### src/rtl/reqack_tph2rdyval_fifo_if.sv
// Handshake bundle for reqack_tph2rdyval_fifo: two-phase req/ack input side and ready/valid output side.
// The master modport is the environment (sender plus consumer); the slave modport is the converter.
interface reqack_tph2rdyval_fifo_if #(
    parameter int DWIDTH = 1
);
    logic              req;
    logic              ack;
    logic [DWIDTH-1:0] i_dat;
    logic              vld;
    logic              rdy;
    logic [DWIDTH-1:0] o_dat;

    modport master (output req, i_dat, rdy, input ack, vld, o_dat);
    modport slave  (input req, i_dat, rdy, output ack, vld, o_dat);
endinterface

### src/rtl/reqack_tph2rdyval_fifo.sv
// Two-phase req/ack to ready/valid converter with a DEPTH-entry buffer and optional req synchroniser.
// Define REQACK_TPH2RDYVAL_FIFO_LEVEL_EN to expose the registered occupancy on port level.
module reqack_tph2rdyval_fifo #(
    parameter int DWIDTH      = 1,
    parameter int DEPTH       = 2,
    parameter int SYNC_STAGES = 0
) (
    input  logic                         clk,
    input  logic                         rst_n,
    reqack_tph2rdyval_fifo_if.slave      bus
`ifdef REQACK_TPH2RDYVAL_FIFO_LEVEL_EN
    ,
    output logic [$clog2(DEPTH+1)-1:0]   level
`endif
);
    localparam int CW = $clog2(DEPTH + 1);
    localparam int PW = (DEPTH > 1) ? $clog2(DEPTH) : 1;
    localparam logic [CW-1:0] FULL_CNT = CW'(DEPTH);
    localparam logic [PW-1:0] LAST_PTR = PW'(DEPTH - 1);

    // Explicit wrap so non-power-of-2 depths stay inside the storage array.
    function automatic logic [PW-1:0] ptr_inc(input logic [PW-1:0] p);
        return (p == LAST_PTR) ? '0 : p + 1'b1;
    endfunction

    logic req_s;

    generate
        if (SYNC_STAGES == 0) begin : g_nosync
            assign req_s = bus.req;
        end else begin : g_sync
            logic [SYNC_STAGES-1:0] sync_q;
            always_ff @(posedge clk or negedge rst_n) begin
                if (!rst_n) begin
                    sync_q <= '0;
                end else begin
                    sync_q[0] <= bus.req;
                    for (int i = 1; i < SYNC_STAGES; i++) sync_q[i] <= sync_q[i-1];
                end
            end
            assign req_s = sync_q[SYNC_STAGES-1];
        end
    endgenerate

    logic              ack_q, ack_d;
    logic [CW-1:0]     count_q, count_d;
    logic [PW-1:0]     wptr_q, wptr_d;
    logic [PW-1:0]     rptr_q, rptr_d;
    logic [DWIDTH-1:0] mem_q [DEPTH];

    logic pending, full, not_empty, pop, push;

    always_comb begin
        pending   = req_s ^ ack_q;
        full      = (count_q == FULL_CNT);
        not_empty = (count_q != '0);
        pop       = not_empty && bus.rdy;
        // A full buffer still accepts when the head leaves in the same cycle.
        push      = pending && (!full || pop);

        ack_d   = ack_q ^ push;
        wptr_d  = push ? ptr_inc(wptr_q) : wptr_q;
        rptr_d  = pop  ? ptr_inc(rptr_q) : rptr_q;
        count_d = count_q;
        case ({push, pop})
            2'b10:   count_d = count_q + 1'b1;
            2'b01:   count_d = count_q - 1'b1;
            default: count_d = count_q;
        endcase
    end

    always_ff @(posedge clk or negedge rst_n) begin
        if (!rst_n) begin
            ack_q   <= 1'b0;
            count_q <= '0;
            wptr_q  <= '0;
            rptr_q  <= '0;
        end else begin
            ack_q   <= ack_d;
            count_q <= count_d;
            wptr_q  <= wptr_d;
            rptr_q  <= rptr_d;
        end
    end

    // Storage is deliberately left unreset; o_dat is only meaningful while vld is high.
    always_ff @(posedge clk) begin
        if (push) mem_q[wptr_q] <= bus.i_dat;
    end

    assign bus.ack   = ack_q;
    assign bus.vld   = not_empty;
    assign bus.o_dat = mem_q[rptr_q];

`ifdef REQACK_TPH2RDYVAL_FIFO_LEVEL_EN
    assign level = count_q;
`endif

endmodule

### src/flat_wrapper.sv
// flat-port wrapper written by rule: the top's interface ports become plain ports
module reqack_tph2rdyval_fifo_flat 
#(
    parameter int DWIDTH      = 1,
    parameter int DEPTH       = 2,
    parameter int SYNC_STAGES = 0
)
  (clk, rst_n, bus_req, bus_i_dat, bus_rdy, bus_ack, bus_vld, bus_o_dat);
  reqack_tph2rdyval_fifo_if #(.DWIDTH(DWIDTH)) bus_i ();
  input  logic clk;
  input  logic rst_n;
  input wire logic [$bits(bus_i.req)-1:0] bus_req;
  input wire logic [$bits(bus_i.i_dat)-1:0] bus_i_dat;
  input wire logic [$bits(bus_i.rdy)-1:0] bus_rdy;
  output wire logic [$bits(bus_i.ack)-1:0] bus_ack;
  output wire logic [$bits(bus_i.vld)-1:0] bus_vld;
  output wire logic [$bits(bus_i.o_dat)-1:0] bus_o_dat;
  assign bus_i.req = bus_req;
  assign bus_i.i_dat = bus_i_dat;
  assign bus_i.rdy = bus_rdy;
  assign bus_ack = bus_i.ack;
  assign bus_vld = bus_i.vld;
  assign bus_o_dat = bus_i.o_dat;
  reqack_tph2rdyval_fifo #(.DWIDTH(DWIDTH), .DEPTH(DEPTH), .SYNC_STAGES(SYNC_STAGES)) u_core (.clk(clk), .rst_n(rst_n), .bus(bus_i));
endmodule
### config.mk
export PLATFORM = sky130hd
export DESIGN_NAME = reqack_tph2rdyval_fifo_flat
export DESIGN_NICKNAME = d
export VERILOG_FILES = /design/src/rtl/reqack_tph2rdyval_fifo_if.sv /design/src/rtl/reqack_tph2rdyval_fifo.sv /design/src/flat_wrapper.sv
export SDC_FILE = /design/constraint.sdc
export NUM_CORES = 1
export LEC_CHECK = 0
export CAP_MARGIN = 25
export CORE_AREA = 2 2 39 41
export CTS_CLUSTER_SIZE = 28
export DETAILED_ROUTE_END_ITERATION = 7
export DIE_AREA = 0 0 41 43
export PLACE_DENSITY = 0.53
export SLEW_MARGIN = 20
export SYNTH_ARGS = -nofsm -noshare
export SYNTH_HDL_FRONTEND = slang
export SYNTH_SLANG_ARGS = --single-unit
### constraint.sdc
create_clock -name clk -period 1.4 [get_ports clk]
set_input_delay 0.28 -clock clk [delete_from_list [all_inputs] [get_ports clk]]
set_output_delay 0.28 -clock clk [all_outputs]
set_load 0.05 [all_outputs]
==> metrics.md <==
| Metric | Value |
|---|---|
| Outcome | `complete, but fails checks` |
| Failing checks | `negative setup slack` |
| HPWL after detailed placement | `507 um` |
| Worst R2R Start | `u_core.count_q[0]` |
| Drt initial violations | `0` |
| Clk_lat worst skew | `0.24 ns` |
| Leak | `roughly 0.25 nW` |
| Antenna violations before repair | `0` |
| Min Tclk post-route | `approximately 1.4 ns` |
| FP Rows | `14` |
| N_diodes | `0` |
| Critical Path Start Type | `flip-flop` |
| Antenna-violating nets left | `0` |
| Design Area, Final | `approximately 570 um2` |
| Period utilization | `103%` |
| Max VDD drop | `0.676 mV` |
| Kind of critical path | `flip-flop to flip-flop` |
| Layout area overhead | `73.9%` |
| Unrepaired setup endpoints after global routing | `yes` |
| Core area | `1380 um2` |
| Crit path required time | `around 1.6 ns` |
| Slew Viols, Final | `0` |
| CTS Root Buffer Type | `clkbuf_4` |
| Fmax | `694 MHz` |
| Final hold violation count | `0` |
| Source of the critical timing path | `u_core.count_q[0]` |
| Mean post-synth cell area | `around 14 um2` |
| # setup viols final | `2` |
| Vias | `236` |
| IO buf count | `7` |
| Yosys cell types | `12` |
| Synth Cell Area | `about 330 um2` |
| Slew @ Worst Pin | `about 0.24 ns` |
| Pin count of the biggest net entering global routing | `6` |
| Number of global-route vias before repair | `about 260` |
| Most frequent cells in the layout | `8 x buf_4, 4 x dfrtp_1` |
| Initial Util | `23.6%` |
| Total power | `~1.3 mW` |
| H-tree depth | `1` |
| Clk_skew | `between 0.002 and 0.003 ns` |
| Dpl cell area | `between 500 and 600 um2` |
| Rel. slew slack | `between 80% and 90%` |
| WL/cell | `between 10 and 15 um` |
| Residual DRC | `0` |
| Seq cells post-synth | `7` |
| Synth Warn # | `0` |
| Die area | `between 1500 and 2000 um2` |
| Clock Sink Count | `7` |
| Syn Inst Count | `24` |
| I/O pin cnt | `8` |
| PwrDens | `between 2000 and 2500 nW/um2` |
| Maxcap violations | `0` |
| Worst-path clk slew | `approximately 0.050 ns` |
| Setup TNS | `-0.0773 ns` |
| Share of layout cells above drive strength 1 | `a little over half` |
| Drt via density | `roughly 3.9` |
| Synth Net Count | `30` |
| Cts bufs inserted | `3` |
| Overall routing resource usage | `under 10%` |
| First-pass GRT wire length | `approximately 1.0 mm` |
| CP Capture Type | `flip-flop` |
| WP data arrival | `1.61 ns` |
| Die H | `approximately 43 um` |
| Routability Congestion | `~0.70` |
| Clk buf depth | `2` |
| Sequential area share after synthesis | `a little under three fifths` |
| Overflow after GRT | `0` |
| Drt pass-1 iters | `1` |
| Setup WS post-layout | `-0.0403 ns` |
| Hold crit path type | `input pin to async pin` |
| Crit path max fanout | `3` |
| Most common cell after layout, fill and taps aside | `buf_4` |
| Min Hold Slack | `around 0.26 ns` |
| Routed WL | `about 610 um` |
| Net count, final | `roughly 50` |
| Die width | `roughly 41 um` |
| CTS tree | `done` |
-- path summary, 6_finish.rpt --
check	endpoint	cells past startpoint	slack, ns
min reg2reg	u_core.wptr_q	1	0.50
max reg2reg	u_core.count_q[1]	6	-0.04
max	u_core.count_q[1]	6	-0.04
max in group asynchronous	async pin	1	0.93
min in group clk	flip-flop	2	0.44
min	u_core.count_q[0]	1	0.26
-- report_power, final --
group          internal (mW)  switching (mW)  leakage, nW
combinational          0.473           0.341        0.161
clock                  0.108          0.0668       0.0150
sequential             0.303          0.0576       0.0760
total                  0.885           0.465        0.252
-- layout make-up --
| type | instances | area [um2] |
|---|---|---|
| fillers | 136 | 816 |
| well taps | 16 | 20.0 |
| multi-input cells | 16 | 166 |
| repair buffers | 16 | 165 |
| inverters | 1 | 3.75 |
| flip-flops and latches | 7 | 186 |
| clock buffers | 4 | 26.3 |
-- logic make-up after synthesis --
kind of cell | count (synthesis) | share of synthesized area [%]
flip-flops | 7 | 56.7
AND/OR/NAND/NOR | 7 | 15.3
XOR/XNOR | 6 | 16.1
adder cells (fa/ha/maj) | 1 | 3.83
multiplexers | 2 | 6.90
buffers and inverters | 1 | 1.15
-- metal layers --
metal | up-vias | wire (um) | track usage, %
li1 | 118 | - | -
met1 | 113 | 228 | 8.70
met2 | 5 | 356 | 15.6
met3 | 0 | 21 | 6.28
met4 | 0 | 0 | 6.00
met5 | - | 0 | 0
-- what timing repair did --
| item | CTS | global route |
|---|---|---|
| hold buffers | 0 | 0 |
| gates resized for setup | 6 | 1 |
| cloned | 0 | 0 |
| endpoints found under the setup margin | 3 | 3 |
| pin swaps | 6 | 1 |
| buffers inserted | 2 | 0 |
-- synthesized netlist by cell type --
cell type / count / share of area, %
and2_4: 1 / 2.7
dfrtp_1: 5 / 38
edfxtp_1: 2 / 18
ha_1: 1 / 3.8
inv_1: 1 / 1.1
mux2_2: 2 / 6.9
nand2b_2: 1 / 2.7
nor2_1: 3 / 3.4
nor3b_2: 1 / 3.8
or2_4: 1 / 2.7
xnor2_1: 3 / 8.0
xor2_1: 3 / 8.0
-- critical path, stage by stage (launching register included) --
cell and delay (ns):
dfrtp_1 0.40, or2_4 0.26, and2_4 0.15, ha_4 0.16, xnor2_2 0.12, nor2_1 0.11, xor2_1 0.16
-- through the flow --
stage / util, % / instances / setup slack (ns)
finish: 41.0 / 60 / -0.0403
global route: 41.0 / 60 / -0.163
CTS: 40.8 / 60 / -0.0557
detailed placement: 36.2 / 54 / -0.359
global placement: 36.2 / 54 / -0.314
floorplan: - / 24 / -0.110
Note: power is estimated with default switching activity, not from simulation.
